## src/rtl/jtag_tap_param_if.sv

```systemverilog
// rtl/jtag_tap_param_if.sv - TAP serial/parallel signal bundle for jtag_tap_param
interface jtag_tap_param_if #(
    parameter int IR_W    = 4,
    parameter int BSR_LEN = 64
);
    logic               TMS;
    logic               TDI;
    logic               TDO;
    logic               TDO_EN;
    logic [BSR_LEN-1:0] bsr_pi;
    logic [BSR_LEN-1:0] bsr_po;
    logic               bs_en;
    logic [IR_W-1:0]    ir_out;
    logic [3:0]         tap_st;

    modport master (
        output TMS, TDI, bsr_pi,
        input  TDO, TDO_EN, bsr_po, bs_en, ir_out, tap_st
    );

    modport slave (
        input  TMS, TDI, bsr_pi,
        output TDO, TDO_EN, bsr_po, bs_en, ir_out, tap_st
    );
endinterface

```

## src/rtl/jtag_tap_param.sv

```systemverilog
// rtl/jtag_tap_param.sv - parametrised 1149.1 TAP with IR, bypass, boundary register and optional IDCODE (JTAG_IDCODE_EN)
module jtag_tap_param #(
    parameter int              IR_W       = 4,
    parameter int              BSR_LEN    = 64,
    parameter logic [IR_W-1:0] OP_EXTEST  = '0,
    parameter logic [IR_W-1:0] OP_SAMPLE  = IR_W'(1),
    parameter logic [IR_W-1:0] OP_IDCODE  = IR_W'(2),
    parameter logic [31:0]     IDCODE_VAL = 32'h0923_4001
) (
    input  logic             TCLK,
    input  logic             TRST,
    jtag_tap_param_if.slave  jtag
);

    typedef enum logic [3:0] {
        TLR    = 4'hF,
        RTI    = 4'hC,
        SEL_DR = 4'h7,
        CAP_DR = 4'h6,
        SH_DR  = 4'h2,
        EX1_DR = 4'h1,
        PAU_DR = 4'h3,
        EX2_DR = 4'h0,
        UPD_DR = 4'h5,
        SEL_IR = 4'h4,
        CAP_IR = 4'hE,
        SH_IR  = 4'hA,
        EX1_IR = 4'h9,
        PAU_IR = 4'hB,
        EX2_IR = 4'h8,
        UPD_IR = 4'hD
    } tap_state_e;

`ifdef JTAG_IDCODE_EN
    localparam logic [IR_W-1:0] RST_IR = OP_IDCODE;
`else
    localparam logic [IR_W-1:0] RST_IR = '1;
`endif

    tap_state_e         state_q, state_d;
    logic [IR_W-1:0]    ir_sr_q, ir_sr_d;
    logic [IR_W-1:0]    ir_q, ir_d;
    logic               byp_q, byp_d;
    logic [BSR_LEN-1:0] bsr_sr_q, bsr_sr_d;
    logic [BSR_LEN-1:0] bsr_upd_q, bsr_upd_d;
    logic               tdo_q, tdo_d;
    logic               tdo_en_q, tdo_en_d;
    logic               sel_bsr;
    logic               sel_id;

`ifdef JTAG_IDCODE_EN
    logic [31:0]        id_sr_q, id_sr_d;
`else
    logic               unused_idcode;
    assign unused_idcode = ^{OP_IDCODE, IDCODE_VAL};
`endif

    always_comb begin
        state_d = state_q;
        unique case (state_q)
            TLR:     state_d = jtag.TMS ? TLR    : RTI;
            RTI:     state_d = jtag.TMS ? SEL_DR : RTI;
            SEL_DR:  state_d = jtag.TMS ? SEL_IR : CAP_DR;
            CAP_DR:  state_d = jtag.TMS ? EX1_DR : SH_DR;
            SH_DR:   state_d = jtag.TMS ? EX1_DR : SH_DR;
            EX1_DR:  state_d = jtag.TMS ? UPD_DR : PAU_DR;
            PAU_DR:  state_d = jtag.TMS ? EX2_DR : PAU_DR;
            EX2_DR:  state_d = jtag.TMS ? UPD_DR : SH_DR;
            UPD_DR:  state_d = jtag.TMS ? SEL_DR : RTI;
            SEL_IR:  state_d = jtag.TMS ? TLR    : CAP_IR;
            CAP_IR:  state_d = jtag.TMS ? EX1_IR : SH_IR;
            SH_IR:   state_d = jtag.TMS ? EX1_IR : SH_IR;
            EX1_IR:  state_d = jtag.TMS ? UPD_IR : PAU_IR;
            PAU_IR:  state_d = jtag.TMS ? EX2_IR : PAU_IR;
            EX2_IR:  state_d = jtag.TMS ? UPD_IR : SH_IR;
            UPD_IR:  state_d = jtag.TMS ? SEL_DR : RTI;
            default: state_d = TLR;
        endcase
    end

    // Anything that is neither a boundary nor an ID opcode falls through to bypass.
    always_comb begin
        sel_bsr = (ir_q == OP_EXTEST) || (ir_q == OP_SAMPLE);
`ifdef JTAG_IDCODE_EN
        sel_id  = !sel_bsr && (ir_q == OP_IDCODE);
`else
        sel_id  = 1'b0;
`endif
    end

    always_comb begin
        ir_sr_d   = ir_sr_q;
        ir_d      = ir_q;
        byp_d     = byp_q;
        bsr_sr_d  = bsr_sr_q;
        bsr_upd_d = bsr_upd_q;
`ifdef JTAG_IDCODE_EN
        id_sr_d   = id_sr_q;
`endif
        tdo_d     = 1'b0;
        tdo_en_d  = 1'b0;
        case (state_q)
            CAP_IR: ir_sr_d = IR_W'(1);
            SH_IR: begin
                tdo_d    = ir_sr_q[0];
                tdo_en_d = 1'b1;
                ir_sr_d  = {jtag.TDI, ir_sr_q[IR_W-1:1]};
            end
            UPD_IR: ir_d = ir_sr_q;
            CAP_DR: begin
                if (sel_bsr) begin
                    bsr_sr_d = jtag.bsr_pi;
`ifdef JTAG_IDCODE_EN
                end else if (sel_id) begin
                    id_sr_d = IDCODE_VAL;
`endif
                end else begin
                    byp_d = 1'b0;
                end
            end
            SH_DR: begin
                tdo_en_d = 1'b1;
                if (sel_bsr) begin
                    tdo_d                 = bsr_sr_q[0];
                    bsr_sr_d              = bsr_sr_q >> 1;
                    bsr_sr_d[BSR_LEN-1]   = jtag.TDI;
`ifdef JTAG_IDCODE_EN
                end else if (sel_id) begin
                    tdo_d   = id_sr_q[0];
                    id_sr_d = {jtag.TDI, id_sr_q[31:1]};
`endif
                end else begin
                    tdo_d = byp_q;
                    byp_d = jtag.TDI;
                end
            end
            UPD_DR: if (sel_bsr) bsr_upd_d = bsr_sr_q;
            default: ;
        endcase
        // Test-logic-reset keeps the instruction pinned without touching the pin latches.
        if (state_q == TLR || state_d == TLR) ir_d = RST_IR;
    end

    always_ff @(posedge TCLK) begin
        if (TRST) begin
            state_q   <= TLR;
            ir_sr_q   <= '0;
            ir_q      <= RST_IR;
            byp_q     <= 1'b0;
            bsr_sr_q  <= '0;
            bsr_upd_q <= '0;
            tdo_q     <= 1'b0;
            tdo_en_q  <= 1'b0;
`ifdef JTAG_IDCODE_EN
            id_sr_q   <= '0;
`endif
        end else begin
            state_q   <= state_d;
            ir_sr_q   <= ir_sr_d;
            ir_q      <= ir_d;
            byp_q     <= byp_d;
            bsr_sr_q  <= bsr_sr_d;
            bsr_upd_q <= bsr_upd_d;
            tdo_q     <= tdo_d;
            tdo_en_q  <= tdo_en_d;
`ifdef JTAG_IDCODE_EN
            id_sr_q   <= id_sr_d;
`endif
        end
    end

    assign jtag.TDO    = tdo_q;
    assign jtag.TDO_EN = tdo_en_q;
    assign jtag.bsr_po = bsr_upd_q;
    assign jtag.bs_en  = (ir_q == OP_EXTEST);
    assign jtag.ir_out = ir_q;
    assign jtag.tap_st = state_q;

endmodule

```

## src/flat_wrapper.sv

```systemverilog
// flat-port wrapper written by rule: the top's interface ports become plain ports
module jtag_tap_param_flat 
#(
    parameter int              IR_W       = 4,
    parameter int              BSR_LEN    = 64,
    parameter logic [IR_W-1:0] OP_EXTEST  = '0,
    parameter logic [IR_W-1:0] OP_SAMPLE  = IR_W'(1),
    parameter logic [IR_W-1:0] OP_IDCODE  = IR_W'(2),
    parameter logic [31:0]     IDCODE_VAL = 32'h0923_4001
)
  (TCLK, TRST, jtag_TMS, jtag_TDI, jtag_bsr_pi, jtag_TDO, jtag_TDO_EN, jtag_bsr_po, jtag_bs_en, jtag_ir_out, jtag_tap_st);
  jtag_tap_param_if #(.IR_W(IR_W), .BSR_LEN(BSR_LEN)) jtag_i ();
  input  logic TCLK;
  input  logic TRST;
  input wire logic [$bits(jtag_i.TMS)-1:0] jtag_TMS;
  input wire logic [$bits(jtag_i.TDI)-1:0] jtag_TDI;
  input wire logic [$bits(jtag_i.bsr_pi)-1:0] jtag_bsr_pi;
  output wire logic [$bits(jtag_i.TDO)-1:0] jtag_TDO;
  output wire logic [$bits(jtag_i.TDO_EN)-1:0] jtag_TDO_EN;
  output wire logic [$bits(jtag_i.bsr_po)-1:0] jtag_bsr_po;
  output wire logic [$bits(jtag_i.bs_en)-1:0] jtag_bs_en;
  output wire logic [$bits(jtag_i.ir_out)-1:0] jtag_ir_out;
  output wire logic [$bits(jtag_i.tap_st)-1:0] jtag_tap_st;
  assign jtag_i.TMS = jtag_TMS;
  assign jtag_i.TDI = jtag_TDI;
  assign jtag_i.bsr_pi = jtag_bsr_pi;
  assign jtag_TDO = jtag_i.TDO;
  assign jtag_TDO_EN = jtag_i.TDO_EN;
  assign jtag_bsr_po = jtag_i.bsr_po;
  assign jtag_bs_en = jtag_i.bs_en;
  assign jtag_ir_out = jtag_i.ir_out;
  assign jtag_tap_st = jtag_i.tap_st;
  jtag_tap_param #(.IR_W(IR_W), .BSR_LEN(BSR_LEN), .OP_EXTEST(OP_EXTEST), .OP_SAMPLE(OP_SAMPLE), .OP_IDCODE(OP_IDCODE), .IDCODE_VAL(IDCODE_VAL)) u_core (.TCLK(TCLK), .TRST(TRST), .jtag(jtag_i));
endmodule
```

## config.mk

```make
export PLATFORM = sky130hd
export DESIGN_NAME = jtag_tap_param_flat
export DESIGN_NICKNAME = d
export VERILOG_FILES = /design/src/rtl/jtag_tap_param_if.sv /design/src/rtl/jtag_tap_param.sv /design/src/flat_wrapper.sv
export SDC_FILE = /design/constraint.sdc
export NUM_CORES = 1
export LEC_CHECK = 0
export BUFFER_PORTS_ARGS = -buffer_cell sky130_fd_sc_hd__buf_4
export CAP_MARGIN = 20
export CELL_PAD_IN_SITES_DETAIL_PLACEMENT = 2
export CELL_PAD_IN_SITES_GLOBAL_PLACEMENT = 2
export CORE_ASPECT_RATIO = 1.1
export CORE_MARGIN = 4
export CORE_UTILIZATION = 30
export CTS_CLUSTER_SIZE = 25
export DETAILED_ROUTE_END_ITERATION = 10
export GPL_TIMING_DRIVEN = 0
export PLACE_DENSITY_LB_ADDON = 0.1
export RECOVER_POWER = 50
export REMOVE_ABC_BUFFERS = 1
export SLEW_MARGIN = 20
export SYNTH_ARGS = -nofsm -noshare
export SYNTH_HDL_FRONTEND = slang
export SYNTH_SLANG_ARGS = --single-unit
```

## constraint.sdc

```tcl
create_clock -name TCLK -period 2 [get_ports TCLK]
set_input_delay 0.3 -clock TCLK [delete_from_list [all_inputs] [get_ports TCLK]]
set_output_delay 0.3 -clock TCLK [all_outputs]
set_load 0.03 [all_outputs]
```

==> results.md, run 1 <==
- Run status: complete, no violations
- Detailed router's first-iteration violation count: 229
- Fin nets: 861
- Die area: 21,000 µm²
- Warnings, synthesis: 0
- Cell Int Power: 0.00549 W
- Die X: 139 µm
- Worst Skew: 0.0111 ns
- Antenna Cells: 0
- Yosys cell types: 36
- Num rows: 52
- Per-cell routed wire length: 22.8 µm
- Final hold violation count: 0
- Total Wirelength: 23.9 mm
- Die Height: 152 µm
- Post-layout min period: 1.92 ns
- Hold WS: 0.158 ns
- CTS Buffer Depth: 2
- Compound-gate portion of the synthesized area: 27.5%
- Top cells by count, synth: dfxtp_1, o22ai_1, nand3_1, a21oi_1, nand2_1
- Power per cell area: 950 nW/µm²
- Port bufs: 142
- CTS tree: yes
- Post-synthesis sequential area ratio: 50.9%
- Avg Cell Area, Syn: 8.49 µm²
- Clk slew on worst S/H paths: 0.06 ns
- Root Buffer Master: clkbuf_16
- Post-Synth XOR/XNOR Area: 0%
- Number of global-route vias before repair: 6,457
- Critical Path Sink Type: primary output
- Switch Pwr: 0.00172 W
- Buf/Inv on CP: 1
- Core area: 18,400 µm²
- Async set-or-reset flop fraction in the synthesized netlist: 0%
- Dominant cells by area after synthesis: dfxtp_1, o22ai_1, nand3_1
- Post-synth EDFFs: 0
- Comb power frac: 8.1%
- Post-Syn Area: 5630 µm²
- Area leader, netlist: dfxtp_1
- Grt total ovfl: 0
- Startpoint types: register
- Ys flop type: dfxtp_1
- Max Slew Vio Count: 0
- Slew HR: 47.2%
- Reg2reg start: u_core.jtag.ir_out[2]$_SDFFE_PP1N_
- Dominant cell by count in the synthesized netlist: dfxtp_1
- FF+latch count, synth: 143
- Tcrit/Tclk final: 96.1%
- Share of cells above drive strength 1: 19.9%
- Max Fclk: 520 MHz
- First-pass GRT wire length: 36.8 mm
- Hold path startpoint: jtag_bsr_pi[62]
- Setup TNS: 0 ns
- Main combinational cell family by area after synthesis: compound AO/OA/AOI/OAI gates
- TritonCTS Sinks: 143
- Clock latency on the worst-skew pair: 0.43 ns
- Mux cell area share after synthesis: 1.27%
- CP max stage delay: 0.48 ns
- CTS Buf Count: 17
- RSZ-0062 raised after global routing: false
- Worst-path cell chain: or3_4, nor2_1, buf_4
- # Max-Cap Violations: 0
- Leak: 2.73 nW
- CP Data Arrival Time: 1.62 ns
- Vias post-DR: 5,874
- Mapped Cells: 663
- ANT nets after route: 0
- CP max-delay cell: or3_4
- Setup Crit Path Kind: reg2out
- Post-Synth Simple-Gate Area: 14.1%
- Adder-Cell Fraction of Synth Area: 0%
- Critical path's top delay family: simple AND/OR/NAND/NOR gates
- Worst Max-Slew Pin Slew: 0.792 ns
- I/O pin count: 143
- DP HPWL: 13.7 mm
- Vias/cell: 5.60
- Starting density of the core: 30.6%
- Worst EP required: 1.70 ns
- Initial antenna violation count: 0
- Total Routing Usage GR: 22.5%
- Setup violators final: 0
- Clk pwr share: 51.0%
- Flop pwr share: 40.9%
- Top-area cell type share of the netlist area: 50.9%
- CTS HTree Levels: 4
- Pre-antenna DRT Iters: 4
- GPL Wtd Cong: 0.714
- Worst Hold Class: in2reg
- Peak supply drop: 0.000745 V
- Layout area overhead: 34.9%
- Sw Share: 23.8%
- Largest net degree at the start of global routing: 75
- CP startpoint: u_core.jtag.ir_out[2]$_SDFFE_PP1N_
- DRC: 0
- CP max FO: 6
logic make-up (layout without fill, tap and decap cells):
logic type | Yosys count | in the layout
AOI/OAI and AO/OA | 272 | 272
DFF | 143 | 143
muxes | 7 | 7
buffers and inverters | 76 | 214
and+or+nand+nor | 165 | 169
metrics by stage:
| stage | instances | total power (W) | cell area [µm²] | util (%) | setup slack [ns] |
|---|---|---|---|---|---|
| detailed placement | 1001 | 0.00354 | 7020 | 38.1 | -0.741 |
| floorplan | 588 | 0.00322 | 5280 | - | -5.09 |
| global placement | 973 | 0.00348 | 6650 | 36.1 | -10.76 |
| CTS | 1044 | 0.00730 | 7870 | 42.7 | 0.0277 |
| global route | 1048 | 0.00745 | 7590 | 41.2 | 0.0155 |
| finish | 1048 | 0.00721 | 7590 | 41.2 | 0.0783 |
metal layers:
metal	global-route usage (%)	vias up	wire length, µm
met3	4.83	35	932
li1	-	2724	-
met2	40.5	151	12100
met5	0	-	0
met4	7.56	0	471
met1	26.7	2964	10400
layout make-up:
cell class / instances / area (µm²)
inverter: 1 / 8.76
sequential: 143 / 2880
multi-input combinational: 448 / 2540
clock buffer: 18 / 439
fill: 2102 / 10800
tap: 243 / 304
clock inverter: 13 / 235
timing repair buffer: 182 / 1190
worst reg2reg max path, delay by kind of cell (launching register included):
family / cells / cell delay, ns
flops: 1 / 0.44
simple gates: 2 / 0.71
buf+inv: 3 / 0.56
compound gates: 1 / 0.09
what timing repair did:
item | 4_1_cts | 5_1_grt
endpoints found under the setup margin | 129 | 67
hold buffers | 0 | 0
gates cloned | 5 | 0
gates resized for setup | 10 | 4
pin swaps | 6 | 0
setup buffers | 7 | 4
power groups by stage:
stage	sequential, W	combinational (W)	clock, W
2_1_floorplan	0.00303	0.000190	0
3_3_place_gp	0.00304	0.000438	0
3_5_place_dp	0.00301	0.000529	0
4_1_cts	0.00296	0.000593	0.00374
5_1_grt	0.00295	0.000628	0.00387
6_report	0.00295	0.000585	0.00368
registers in the layout (all words and copies together), names as in the netlist:
signal	count
u_core.jtag.tap_st	4
u_core.bsr_sr_q	64
u_core.jtag.ir_out	4
u_core.jtag.TDO_EN	1
u_core.byp_q	1
u_core.ir_sr_q	4
u_core.jtag.bsr_po	64
u_core.jtag.TDO	1
path summary, 6_finish.rpt:
kind / to / slack (ns) / depth (start not counted)
max: jtag_bs_en / 0.08 / 3
min: u_core.bsr_sr_q[62]$_SDFFE_PP0P_ / 0.16 / 3
min reg2reg: u_core.jtag.bsr_po[37]$_SDFFE_PP0P_ / 0.48 / 2
max reg2reg: u_core.bsr_sr_q[32]$_SDFFE_PP0P_ / 0.09 / 6
cells in the final DEF (no fill, tap or decap), types with 2 or more instances in the layout:
cell type and instances:
buf_4 85, inv_6 2, clkbuf_1 73, nand3b_1 3
nand3_1 71, clkbuf_2 5, dfxtp_1 139, dfxtp_4 3
a21oi_1 70, o22ai_1 126, nand2_1 69, clkbuf_16 17
nor2_1 3, nor3_4 2, or3_4 2, nor3_1 3
buf_16 3, buf_12 2, buf_2 5, buf_6 7
clkinv_4 4, o21ai_0 68, nor2b_1 2, bufinv_16 6
mux2i_1 6
Power figures use the tool's default switching activity.
==> inputs of run 2 (changes only) <==
--- a/config.mk
+++ b/config.mk
@@ -11,7 +11,7 @@
 export CELL_PAD_IN_SITES_GLOBAL_PLACEMENT = 2
 export CORE_ASPECT_RATIO = 1.1
 export CORE_MARGIN = 4
-export CORE_UTILIZATION = 30
+export CORE_UTILIZATION = 25
 export CTS_CLUSTER_SIZE = 25
 export DETAILED_ROUTE_END_ITERATION = 10
 export GPL_TIMING_DRIVEN = 0
==> constraint.sdc (replaced) <==
create_clock -name TCLK -period 2 [get_ports TCLK]
set_input_delay 0.3 -clock TCLK [delete_from_list [all_inputs] [get_ports TCLK]]
set_output_delay 0.3 -clock TCLK [all_outputs]
set_load 0.02 [all_outputs]
==> run 2 against run 1 <==
Compared with the run above:
- count of clock-buffer cells in the layout increased by 2
- global-route usage decreased by 3.3 points
- cell count increased by 5.9%
- power decreased by 2.1%
- combinational power about the same
- routed wire length increased by 0.51%
- die area increased by 19%
- design area increased by 2.1%
- via count decreased by 1.6%
- setup slack improved by 0.024 ns
- critical endpoint is now u_core.bsr_sr_q[7]$_SDFFE_PP0P_
==> results.md, run 2 (same netlist as run 1, synthesis figures left out) <==
- Die Height: 165 µm (+9.0%)
- Hold path depth: 3 (unchanged)
- Per-cell routed wire length: 21.7 µm (-5.1%)
- Tcrit/Tclk final: 94.9% (-1.2 points)
- Design Power: 0.00706 W (-2.1%)
- Die X: 151 µm (+9.0%)
- GPL Wtd Cong: 0.707 (-1.1%)
- Critical Path Sink Type: register
- Root Buffer Master: clkbuf_16
- Multi-input logic area: 2530 µm² (-0.64%)
- Worst Skew: 0.0132 ns (+0.00210 ns)
- Number of global-route vias before repair: 6,190 (-4.1%)
- Grt total ovfl: 0 (unchanged)
- Most frequent cells in the layout: dfxtp_1, o22ai_1, buf_4
- Clock latency on the worst-skew pair: 0.42 ns (about the same)
- CTS Buf Count: 17 (unchanged)
- DRC: 0 (unchanged)
- Filler cell count: 2,522 (+20%)
- Power per cell area: 911 nW/µm² (-4.1%)
- I/O pin count: 143 (unchanged)
- Worst EP required: 2.29 ns (+0.59 ns)
- CP Data Arrival Time: 2.18 ns (+0.56 ns)
- ANT nets after route: 0 (unchanged)
- First-pass GRT wire length: 36.5 mm (-0.97%)
- Setup violators final: 0 (unchanged)
- Worst Max-Slew Pin Slew: 0.657 ns (-0.136 ns)
- DP HPWL: 14.4 mm (+5.2%)
- Share of cells above drive strength 1: 20.5% (+0.62 points)
- Sw Share: 24.0% (+0.15 points)
- Total Routing Usage GR: 19.1% (-3.3 points)
- Peak supply drop: 0.000517 V (-31%)
- Core area: 22,100 µm² (+20%)
- Final hold violation count: 0 (unchanged)
- Total Wirelength: 24.0 mm (+0.51%)
- Die area: 25,000 µm² (+19%)
- Clk slew on worst S/H paths: 0.07 ns (about the same)
- Vias post-DR: 5,779 (-1.6%)
- Largest net degree at the start of global routing: 75 (unchanged)
- CTS tree: yes
- Fin nets: 870 (+1.0%)
- Utilization after layout: 35.1% (-6.2 points)
- Starting density of the core: 25.5% (-5.1 points)
- Comb power frac: 8.3% (+0.2 points)
- Reg area: 2870 µm² (about the same)
- Startpoint types: register
- Flop pwr share: 41.7% (+0.8 points)
- Layout area overhead: 37.7%
- Clk pwr share: 50.0% (-1.0 points)
- Commonest non-fill, non-tap cell in the layout: dfxtp_1
- Leak: 2.76 nW (+1.3%)
- Worst Hold Class: in2reg
- Num rows: 57 (+9.6%)
- Max Fclk: 527 MHz (+1.3%)
- Port bufs: 142 (unchanged)
- CP max FO: 16 (+10)
- TritonCTS Sinks: 143 (unchanged)
- Max Slew Vio Count: 0 (unchanged)
- Run status: complete, no violations
- # Max-Cap Violations: 0 (unchanged)
- Vias/cell: 5.21 (-7.1%)
- CTS Buffer Depth: 2 (unchanged)
- RSZ-0062 raised after global routing: false
- Slew HR: 56.2% (+9.0 points)
- Initial antenna violation count: 0 (unchanged)
- Cell Int Power: 0.00536 W (-2.3%)
- Setup Crit Path Kind: reg2reg
- R2R depth: 7 (+1)
- R2R setup slack: 0.10 ns (about the same)
- Pre-antenna DRT Iters: 4 (unchanged)
- Switch Pwr: 0.00169 W (-1.5%)
- Post-layout min period: 1.90 ns (-0.0238 ns)
- CTS HTree Levels: 4 (unchanged)
- Antenna Cells: 0 (unchanged)
- Detailed router's first-iteration violation count: 331 (+45%)
-- run 2: changes by cell type in the layout (fill, tap and decap cells not counted), sizes merged --
cell	before	now
clkinvlp	0	3
buf	103	117
bufinv	6	5
nand3	73	72
clkbuf	97	95
clkinv	5	1
inv	3	4
-- run 2: power groups by stage --
stage	sequential (W)	clock [W]	combinational [W]
floorplan	0.00302	0	0.000190
global placement	0.00305	0	0.000440
detailed placement	0.00302	0	0.000508
CTS	0.00296	0.00364	0.000555
global route	0.00295	0.00374	0.000627
finish	0.00294	0.00353	0.000584
-- run 2: repair_timing --
| action | CTS | global route |
|---|---|---|
| setup endpoints to repair | 115 | 53 |
| pin swaps | 4 | 0 |
| cloned | 3 | 0 |
| setup buffers | 10 | 7 |
| hold buffers | 0 | 0 |
| gates resized for setup | 8 | 4 |
-- run 2: critical path, cell delays in order (launching register included) --
cell and delay, ns:
dfxtp_1 0.42, or3_4 0.45, clkbuf_1 0.15, nor3_4 0.11
buf_4 0.18, buf_8 0.18, buf_16 0.16, o22ai_1 0.08
-- run 2: routing by layer --
metal,wire length (µm),part of all wire (%),vias up,global-route usage [%]
met5,0,0,-,0
met4,247,1.0,0,4.66
met3,718,3.0,14,3.06
met2,11900,50,109,32.6
met1,11100,46,2919,25.3
li1,-,-,2737,-
-- run 2: through the flow --
| step | cell area [µm²] | TNS (ns) | setup slack [ns] | instances | hold WS [ns] |
|---|---|---|---|---|---|
| after floorplan | 5280 | -640.55 | -5.04 | 588 | 0.369 |
| after global placement | 6720 | -1468.85 | -11.91 | 1025 | 0.457 |
| after detailed placement | 7160 | -45.56 | -0.701 | 1058 | 0.470 |
| after CTS | 7960 | 0 | 0.0429 | 1103 | 0.126 |
| after global routing | 7750 | 0 | 0.00956 | 1110 | 0.168 |
| final | 7750 | 0 | 0.102 | 1110 | 0.142 |
-- run 2: final cells by class --
cell class              count  area share (%)
clock inverters            12            2.68
repair buffers            192            17.1
well taps                 295            4.76
flip-flops and latches    143            37.1
clock buffers              20            5.63
inverters                   1           0.145
multi-input cells         447            32.6
-- run 2: path summary, 6_finish.rpt --
| kind | start | to |
|---|---|---|
| setup / recovery | u_core.jtag.ir_out[2]$_SDFFE_PP1N_ | u_core.bsr_sr_q[7]$_SDFFE_PP0P_ |
| hold / removal | jtag_bsr_pi[62] | u_core.bsr_sr_q[62]$_SDFFE_PP0P_ |
| setup reg to reg | u_core.jtag.ir_out[2]$_SDFFE_PP1N_ | u_core.bsr_sr_q[7]$_SDFFE_PP0P_ |
| hold reg to reg | u_core.bsr_sr_q[28]$_SDFFE_PP0P_ | u_core.jtag.bsr_po[28]$_SDFFE_PP0P_ |
==> inputs of run 3 (changes only) <==
--- a/config.mk
+++ b/config.mk
@@ -15,10 +15,10 @@
 export CTS_CLUSTER_SIZE = 25
 export DETAILED_ROUTE_END_ITERATION = 10
 export GPL_TIMING_DRIVEN = 0
+export MAX_ROUTING_LAYER = met4
 export PLACE_DENSITY_LB_ADDON = 0.1
 export RECOVER_POWER = 50
 export REMOVE_ABC_BUFFERS = 1
-export SLEW_MARGIN = 20
 export SYNTH_ARGS = -nofsm -noshare
 export SYNTH_HDL_FRONTEND = slang
 export SYNTH_SLANG_ARGS = --single-unit
==> run 3 against run 2 <==
Compared with the run above:
- clock skew is 0.00054 ns lower
- die area is the same
- via count rose by 1.5%
- critical endpoint unchanged
- critical path type unchanged
- routed wire length rose by 3.3%
==> results.md, run 3 (same netlist as run 1, synthesis figures left out) <==
- Share of cells above drive strength 1: 19.8% (-0.69 points)
- Peak supply drop: 0.000582 V (+13%)
- Starting density of the core: 25.5% (unchanged)
- Stages on the worst setup path: 7 (unchanged)
- CP max FO: 17 (+1)
- Vias/cell: 5.32 (+2.2%)
- Antenna Cells: 0 (unchanged)
- Setup Crit Path Kind: reg2reg
- Per-cell routed wire length: 22.5 µm (+3.9%)
- Number of global-route vias before repair: 6,243 (+0.86%)
- Die Height: 165 µm (unchanged)
- Final hold violation count: 0 (unchanged)
- CTS HTree Levels: 4 (unchanged)
- Grt total ovfl: 0 (unchanged)
- Filler cell count: 2,502 (-0.79%)
- M1 GR Usage: 26.7% (+1.3 points)
- CP max stage delay: 0.49 ns (+0.04 ns)
- Max Slew Vio Count: 0 (unchanged)
- TritonCTS Sinks: 143 (unchanged)
- Pre-antenna DRT Iters: 6 (+2)
- Startpoint types: register
- Sw Share: 24.1% (+0.080 points)
- Switch Pwr: 0.00170 W (+0.62%)
- Worst EP required: 2.29 ns (about the same)
- Layout area overhead: 37.5%
- Power per cell area: 915 nW/µm² (+0.44%)
- M2 GR Usage: 33.6% (+0.93 points)
- First-pass GRT wire length: 37.7 mm (+3.4%)
- Total Routing Usage GR: 20.5% (+1.3 points)
- DP HPWL: 13.7 mm (-4.3%)
- Buf/Inv on CP: 4 (unchanged)
- Clock latency on the worst-skew pair: 0.43 ns (about the same)
- Clk pwr share: 50.5% (+0.5 points)
- CP startpoint: u_core.jtag.ir_out[2]$_SDFFE_PP1N_
- GPL Wtd Cong: 0.715 (+1.1%)
- CP max-delay cell: or3_1
- Fin nets: 863 (-0.80%)
- ANT nets after route: 0 (unchanged)
- Utilization after layout: 35.0% (-0.057 points)
- Die X: 151 µm (unchanged)
- Max Fclk: 520 MHz (-1.3%)
- Worst Hold Class: in2reg
- Run status: complete, no violations
- Critical path's top delay family: buffers and inverters
- RSZ-0062 raised after global routing: false
- Tcrit/Tclk final: 96.2% (+1.3 points)
- Clk slew on worst S/H paths: 0.07 ns (about the same)
- Commonest non-fill, non-tap cell in the layout: dfxtp_1
- Core area: 22,100 µm² (unchanged)
- Flop pwr share: 41.9% (+0.2 points)
- Vias post-DR: 5,868 (+1.5%)
- Met3 global-route usage: 3.03% (-0.027 points)
- Post-layout min period: 1.92 ns (+0.0256 ns)
- Leak: 2.72 nW (-1.5%)
- Initial antenna violation count: 0 (unchanged)
- Most frequent cells in the layout: dfxtp_1, o22ai_1, buf_4
- Final instance area: 7740 µm² (-0.16%)
- Largest net degree at the start of global routing: 75 (unchanged)
- Worst Skew: 0.0127 ns (-0.000541 ns)
- R2R depth: 7 (unchanged)
- Comb power frac: 7.6% (-0.7 points)
- Busiest grt layer: met2
- Worst-path cell chain: or3_1, buf_4, nor3_4, buf_4, buf_16, buf_16, o22ai_1
- Total Wirelength: 24.8 mm (+3.3%)
- Critical Path Sink: u_core.bsr_sr_q[7]$_SDFFE_PP0P_
- CP Data Arrival Time: 2.22 ns (+0.04 ns)
- Worst slack, placed: -1.10 ns (-0.399 ns)
- Critical Path Sink Type: register
- Reg2reg start: u_core.jtag.ir_out[2]$_SDFFE_PP1N_
- Root Buffer Master: clkbuf_16
- Final std cells w/o fill: 1,103 (-0.63%)
- Placed cells: 1,050 (-0.76%)
- Detailed router's first-iteration violation count: 276 (-17%)
- Port bufs: 142 (unchanged)
- I/O pin count: 143 (unchanged)
- DRC: 0 (unchanged)
- R2R setup slack: 0.08 ns (-0.03 ns)
- Worst Max-Slew Pin Slew: 0.995 ns (+0.339 ns)
- Slew HR: 33.7% (-23 points)
- Worst setup margin: 0.0765 ns (-0.0256 ns)
- CTS tree: yes
- CTS Buf Count: 17 (unchanged)
- Setup violators final: 0 (unchanged)
- Num rows: 57 (unchanged)
- CTS Buffer Depth: 2 (unchanged)
- R2r endpoint: u_core.bsr_sr_q[7]$_SDFFE_PP0P_
- Die area: 25,000 µm² (unchanged)
- Cell Int Power: 0.00537 W (+0.18%)
- Placed Area: 7110 µm² (-0.68%)
- # Max-Cap Violations: 0 (unchanged)
## run 3: area by class of cell
| cell class | count | area (µm²) | area share (%) |
|---|---|---|---|
| Sequential cell | 143 | 2870 | 37.1 |
| Multi-Input combinational cell | 450 | 2590 | 33.4 |
| Timing Repair Buffer | 182 | 1250 | 16.2 |
| Clock buffer | 20 | 447 | 5.77 |
| Tap cell | 295 | 369 | 4.77 |
| Clock inverter | 12 | 205 | 2.65 |
| Inverter | 1 | 6.26 | 0.0809 |
## run 3: worst reg2reg max path, delay by kind of cell, from the launching register on
kind,cells,cell delay [ns]
flip-flops,1,0.43
AND/OR/NAND/NOR,2,0.58
AO/OA/AOI/OAI,1,0.09
buffers and inverters,4,0.69
## run 3: per-stage QoR
stage	total power [W]	hold WS, ns	setup TNS, ns
after floorplan	0.00321	0.369	-640.55
after global placement	0.00349	0.457	-1468.85
after detailed placement	0.00352	0.473	-85.00
after CTS	0.00717	0.126	0
after global routing	0.00735	0.156	0
final	0.00708	0.173	0
## run 3: worst min-delay path by stage
stage	depth (start not counted)	slack, ns	startpoint	endpoint
6_report	3	0.17	jtag_bsr_pi[20]	u_core.bsr_sr_q[20]$_SDFFE_PP0P_
3_5_place_dp	2	0.47	u_core.jtag.bsr_po[24]$_SDFFE_PP0P_	u_core.jtag.bsr_po[24]$_SDFFE_PP0P_
3_3_place_gp	2	0.46	u_core.byp_q$_SDFFE_PP0P_	u_core.byp_q$_SDFFE_PP0P_
4_1_cts	3	0.13	jtag_bsr_pi[62]	u_core.bsr_sr_q[62]$_SDFFE_PP0P_
2_1_floorplan	1	0.37	TRST	u_core.byp_q$_SDFFE_PP0P_
5_1_grt	3	0.16	jtag_bsr_pi[20]	u_core.bsr_sr_q[20]$_SDFFE_PP0P_
## run 3: what timing repair did
item                                    4_1_cts  5_1_grt
hold buffers                                  0        0
endpoints found under the setup margin      130       49
gates resized for setup                      11        2
setup buffers                                14        1
gates cloned                                  6        0
pin swaps                                     8        0
## run 3: routing by layer
layer	wire length (µm)	up-vias
met4	261	0
met3	956	18
met1	11400	2979
met5	0	-
met2	12200	124
li1	-	2747
## run 3: power groups by stage
stage,clock network [W],logic [W],registers (W)
final,0.00357,0.000541,0.00296
after global routing,0.00380,0.000585,0.00297
after CTS,0.00367,0.000523,0.00298
after detailed placement,0,0.000503,0.00302
after global placement,0,0.000440,0.00305
after floorplan,0,0.000190,0.00302
